===== src/rtl/uart_pkg.sv =====
// Shared types and constants for the 16x oversampled UART receiver.
package uart_pkg;

  localparam int OVERSAMPLE_DEF = 16;

  typedef enum logic [1:0] {
    IDLE,
    START,
    DATA,
    STOP
  } state_e;

  // Counter value at which the start bit is tested. It lands on pin sample 7.
  // The synchroniser delay shifts every sample by the same amount.
  function automatic int mid_cnt(int os);
    return os / 2 - 2;
  endfunction

  localparam int MID_CNT_DEF = mid_cnt(OVERSAMPLE_DEF);

endpackage


===== src/rtl/uart_rx_os16_if.sv =====
// Received-byte bundle of uart_rx_os16; framing_error only exists when
// UART_RX_FRAMING_ERR_EN is defined.
interface uart_rx_os16_if #(
  parameter int DATA_BITS = 8
);

  logic [DATA_BITS-1:0] data;
  logic                 data_valid;

`ifdef UART_RX_FRAMING_ERR_EN
  logic framing_error;

  modport master (
    output data,
    output data_valid,
    output framing_error
  );

  modport slave (
    input data,
    input data_valid,
    input framing_error
  );
`else
  modport master (
    output data,
    output data_valid
  );

  modport slave (
    input data,
    input data_valid
  );
`endif

endinterface


===== src/rtl/uart_sync.sv =====
// Multi-stage synchroniser for the asynchronous serial line.
// Reset sets every stage to 1, the idle level of the line.
module uart_sync #(
  parameter int STAGES = 2
) (
  input  logic clk,
  input  logic rst_n,
  input  logic din,
  output logic dout
);

  logic [STAGES-1:0] sync_q;
  logic [STAGES-1:0] sync_d;

  always_comb begin
    sync_d = {sync_q[STAGES-2:0], din};
  end

  always_ff @(posedge clk or negedge rst_n) begin
    if (!rst_n) begin
      sync_q <= '1;
    end else begin
      sync_q <= sync_d;
    end
  end

  assign dout = sync_q[STAGES-1];

endmodule


===== src/rtl/uart_rx_os16.sv =====
// UART 8N1 receiver with 16x oversampling; MSB-first shift.
// Define UART_RX_FRAMING_ERR_EN to add the framing_error pulse.
module uart_rx_os16
  import uart_pkg::*;
#(
  parameter int OVERSAMPLE  = OVERSAMPLE_DEF,
  parameter int DATA_BITS   = 8,
  parameter int SYNC_STAGES = 2
) (
  input  logic           clk,
  input  logic           rst_n,
  input  logic           raw_data,
  uart_rx_os16_if.master rx
);

  localparam int CW = $clog2(OVERSAMPLE);
  localparam int BW = $clog2(DATA_BITS + 1);
  localparam logic [CW-1:0] MID   = CW'(mid_cnt(OVERSAMPLE));
  localparam logic [CW-1:0] LAST  = CW'(OVERSAMPLE - 1);
  localparam logic [BW-1:0] BLAST = BW'(DATA_BITS - 1);

  logic rx_s;

  state_e               state_q, state_d;
  logic [CW-1:0]        cnt_q, cnt_d;
  logic [BW-1:0]        bit_q, bit_d;
  logic [DATA_BITS-1:0] shift_q, shift_d;
  logic [DATA_BITS-1:0] data_q, data_d;
  logic                 armed_q, armed_d;
  logic                 valid_q, valid_d;
  logic                 fe_q, fe_d;

  uart_sync #(
    .STAGES (SYNC_STAGES)
  ) u_sync (
    .clk   (clk),
    .rst_n (rst_n),
    .din   (raw_data),
    .dout  (rx_s)
  );

  always_comb begin
    state_d = state_q;
    cnt_d   = cnt_q;
    bit_d   = bit_q;
    shift_d = shift_q;
    data_d  = data_q;
    armed_d = armed_q;
    valid_d = 1'b0;
    fe_d    = 1'b0;
    unique case (state_q)
      IDLE: begin
        // A break must return high before a new start is accepted.
        armed_d = armed_q | rx_s;
        if (armed_q && !rx_s) begin
          state_d = START;
          cnt_d   = '0;
          armed_d = 1'b0;
        end
      end
      START: begin
        if (cnt_q == MID) begin
          cnt_d = '0;
          bit_d = '0;
          if (rx_s) begin
            state_d = IDLE;
          end else begin
            state_d = DATA;
          end
        end else begin
          cnt_d = cnt_q + 1'b1;
        end
      end
      DATA: begin
        if (cnt_q == LAST) begin
          cnt_d   = '0;
          shift_d = {shift_q[DATA_BITS-2:0], rx_s};
          bit_d   = bit_q + 1'b1;
          if (bit_q == BLAST) begin
            state_d = STOP;
          end
        end else begin
          cnt_d = cnt_q + 1'b1;
        end
      end
      STOP: begin
        if (cnt_q == LAST) begin
          cnt_d   = '0;
          state_d = IDLE;
          if (rx_s) begin
            data_d  = shift_q;
            valid_d = 1'b1;
          end else begin
            fe_d = 1'b1;
          end
        end else begin
          cnt_d = cnt_q + 1'b1;
        end
      end
      default: begin
        state_d = IDLE;
      end
    endcase
  end

  always_ff @(posedge clk or negedge rst_n) begin
    if (!rst_n) begin
      state_q <= IDLE;
      cnt_q   <= '0;
      bit_q   <= '0;
      shift_q <= '0;
      data_q  <= '0;
      armed_q <= 1'b0;
      valid_q <= 1'b0;
      fe_q    <= 1'b0;
    end else begin
      state_q <= state_d;
      cnt_q   <= cnt_d;
      bit_q   <= bit_d;
      shift_q <= shift_d;
      data_q  <= data_d;
      armed_q <= armed_d;
      valid_q <= valid_d;
      fe_q    <= fe_d;
    end
  end

  assign rx.data       = data_q;
  assign rx.data_valid = valid_q;

`ifdef UART_RX_FRAMING_ERR_EN
  assign rx.framing_error = fe_q;
`else
  logic unused_fe;
  assign unused_fe = fe_q;
`endif

endmodule


===== src/flat_wrapper.sv =====
// flat-port wrapper written by rule: the top's interface ports become plain ports
module uart_rx_os16_flat import uart_pkg::*;
#(
  parameter int OVERSAMPLE  = OVERSAMPLE_DEF,
  parameter int DATA_BITS   = 8,
  parameter int SYNC_STAGES = 2
)
  (clk, rst_n, raw_data, rx_data, rx_data_valid);
  uart_rx_os16_if #(.DATA_BITS(DATA_BITS)) rx_i ();
  input  logic clk;
  input  logic rst_n;
  input  logic raw_data;
  output wire logic [$bits(rx_i.data)-1:0] rx_data;
  output wire logic [$bits(rx_i.data_valid)-1:0] rx_data_valid;
  assign rx_data = rx_i.data;
  assign rx_data_valid = rx_i.data_valid;
  uart_rx_os16 #(.OVERSAMPLE(OVERSAMPLE), .DATA_BITS(DATA_BITS), .SYNC_STAGES(SYNC_STAGES)) u_core (.clk(clk), .rst_n(rst_n), .raw_data(raw_data), .rx(rx_i));
endmodule

===== config.mk =====
export PLATFORM = sky130hd
export DESIGN_NAME = uart_rx_os16_flat
export DESIGN_NICKNAME = d
export VERILOG_FILES = /design/src/rtl/uart_pkg.sv /design/src/rtl/uart_rx_os16_if.sv /design/src/rtl/uart_sync.sv /design/src/rtl/uart_rx_os16.sv /design/src/flat_wrapper.sv
export SDC_FILE = /design/constraint.sdc
export NUM_CORES = 1
export LEC_CHECK = 0
export ABC_CLOCK_PERIOD_IN_PS = 2800
export BUFFER_PORTS_ARGS = -buffer_cell sky130_fd_sc_hd__buf_2
export CORE_MARGIN = 2
export CORE_UTILIZATION = 25
export DETAILED_ROUTE_END_ITERATION = 8
export MAX_ROUTING_LAYER = met4
export PLACE_DENSITY_LB_ADDON = 0.3
export SYNTH_ARGS = -nofsm -noshare
export SYNTH_HDL_FRONTEND = slang
export SYNTH_SLANG_ARGS = --single-unit

===== constraint.sdc =====
create_clock -name clk -period 2.8 [get_ports clk]
set_input_delay 0.14 -clock clk [delete_from_list [all_inputs] [get_ports clk]]
set_output_delay 0.14 -clock clk [all_outputs]
set_load 0.02 [all_outputs]

==> reports/qor.yml <==
setup_violations: 0
cap_violations: 0
end_kind: "register"
nNetsFinal: 142
yosysSeqAreaShare: 0.547
setup-tns-final_ns: 0
dp.cells: 194
rows: 27
post-route-min-period_ns: 1.94
htreeDepth: 2
num_vias: 898
port_buffers: 11
ant_nets: 0
coreArea_um2: 5410
gp_congestion: 0.849
fp.dieH_um: 78.2
synthArstFlopShare: 1.00
worstHoldStart: "u_core.u_sync.sync_q[0]$_DFF_PN1_"
route.detailed.drc: 0
clock-root-buffer: "clkbuf_8"
critPathArrivalTime_ns: 2.11
dp_hpwl_mm: 1.78
cts_buffers: 5
pwr-share-seq: 0.456
yosysWarnings: 0
worstPathRequired_ns: 2.96
holdPathEnd: "u_core.u_sync.sync_q[1]$_DFF_PN1_"
hold-path-cell-count: 0
ios: 12
postCtsSetupBuffers: 0
clk_path_buf_depth: 2
cts-resized-gates: 0
clkLatencyLatePin_ns: 0.28
fmax_mhz: 514
critPathLaunchType: "register"
p_sw_frac: 0.322
grt_setup_unrepaired: "false"
drive_gt1_frac: 0.244
grt_pass1_vias: 956
p_leak_nw: 0.783
reg2reg_depth: 4
worst_pin_slew_ns: 0.674
r2r-end: "u_core.rx.data[5]$_DFFE_PN0P_"
cts.sinks: 30
drv_slew: 0
final_cell_count_no_fill: 203
ys.flop_type: "dfrtp_1"
start_util: 0.255
fin_crit_sh: 0.694
ys_ff_latch: 30
critPathMaxFanout: 9
syn_nets: 125
critPathKind: "reg2reg"
p_per_area_nw_per_um2: 688
syn_area_um2: 1380
ff2ff_setup_slack_ns: 0.86
hold_viol_final: 0
path_clk_slew_ns: 0.06
drt_wl_total_mm: 2.54
via_per_inst: 4.42
status: "finished clean"
internal_power_mw: 0.747
fillers: 580
final_common_cell: "dfrtp_1"
antenna_found_initial: 0
cts_hold_buf: 2
die_w_um: 78.2
hp-class: "reg2reg"
p_sw_mw: 0.355
track_usage: 0.100
wl_per_cell_um: 12.5
vdd_drop_max_mv: 0.317
yosysUniqueCellTypes: 31
syn_area_per_cell_um2: 12.1
diodes: 0
max_slew_margin: 0.551
finClkSkew_ns: 0.00276
grt_max_degree: 31
dr.pass1.iters: 4
clock_power_share: 0.290
syn_inst: 114
overflow: 0
die_area_um2: 6110
cts_tree: "yes"
area_growth_pct: 16.3
grt_pass1_wl_mm: 4.49
rr_startpoint: "u_core.cnt_q[1]$_DFFE_PN0N_"
dr.first_iter.drc_count: 43
synth_edf_count: 0
most-common-layout-cells: "28 x dfrtp_1, 14 x mux2_2, 11 x buf_2"
p_comb_frac: 0.255
power by group through the flow:
stage / clock (mW) / sequential, mW / combinational, mW
after floorplan: 0 / 0.502 / 0.211
after global placement: 0 / 0.506 / 0.266
after detailed placement: 0 / 0.509 / 0.278
after CTS: 0.328 / 0.502 / 0.284
after global routing: 0.355 / 0.509 / 0.316
final: 0.319 / 0.502 / 0.281
kinds of logic after synthesis:
family	synth area share
flip-flops	0.547
AND/OR/NAND/NOR	0.112
AO/OA/AOI/OAI	0.0955
multiplexers	0.146
buffers and inverters	0.0264
adder cells (fa/ha/maj)	0.0727
how the worst max path moves through the flow:
stage                                     to                        start  slack [ns]
2_1_floorplan  u_core.rx.data[0]$_DFFE_PN0P_  u_core.cnt_q[0]$_DFFE_PN0N_        1.12
3_3_place_gp   u_core.rx.data[4]$_DFFE_PN0P_  u_core.cnt_q[1]$_DFFE_PN0N_        0.93
3_5_place_dp   u_core.rx.data[2]$_DFFE_PN0P_  u_core.cnt_q[1]$_DFFE_PN0N_        0.83
4_1_cts        u_core.rx.data[2]$_DFFE_PN0P_  u_core.cnt_q[1]$_DFFE_PN0N_        0.83
5_1_grt        u_core.rx.data[3]$_DFFE_PN0P_  u_core.cnt_q[0]$_DFFE_PN0N_        0.70
6_report       u_core.rx.data[5]$_DFFE_PN0P_  u_core.cnt_q[1]$_DFFE_PN0N_        0.86
metal layers:
layer  vias to the layer above  global-route usage  share of wire
met2                        17               0.153           0.48
met3                         5              0.0391          0.045
met5                         -                   -              0
met4                         0              0.0561          0.026
met1                       433               0.112           0.45
li1                        443                   -              -
cell usage after synthesis, drive strengths merged, types with 3 or more instances:
master  number  area share
mux2        17        0.14
nand2       10       0.027
inv          5       0.014
buf          3       0.013
nand2b       3       0.014
a21oi        3       0.011
o21ai        9       0.033
dfrtp       28        0.51
ha           8       0.073
nand3        5       0.018
sequential cells by signal (all words and copies together), names as in the netlist, named ones only:
name / flops
u_core.armed_q: 1
u_core.bit_q: 4
u_core.cnt_q: 4
u_core.rx.data: 8
u_core.rx.data_valid: 1
u_core.shift_q: 8
u_core.state_q: 1
u_core.u_sync.sync_q: 2
critical path, cell delays in order, from the launching register on:
cell and delay [ns]:
dfrtp_1 0.41, ha_1 0.24, and3_1 0.31, and3_1 0.48, mux2_2 0.39
through the flow:
step / setup slack [ns] / cell area, um2 / power [mW] / util / hold slack [ns]
2_1_floorplan: 1.12 / 1380 / 0.713 / - / -0.156
3_3_place_gp: 0.930 / 1500 / 0.772 / 0.278 / 0.217
3_5_place_dp: 0.831 / 1500 / 0.788 / 0.278 / 0.229
5_1_grt: 0.703 / 1600 / 1.18 / 0.296 / 0.366
6_report: 0.855 / 1600 / 1.10 / 0.296 / 0.355
4_1_cts: 0.827 / 1600 / 1.11 / 0.296 / 0.356
final cells by class:
type	instances	area [um2]	area share
sequential	30	753	0.471
multi-input combinational	76	587	0.367
tap	72	90.1	0.0563
clock buffer	7	76.3	0.0477
timing repair buffer	13	75.1	0.0469
inverter	5	18.8	0.0117
Power figures use the tool's default switching activity.
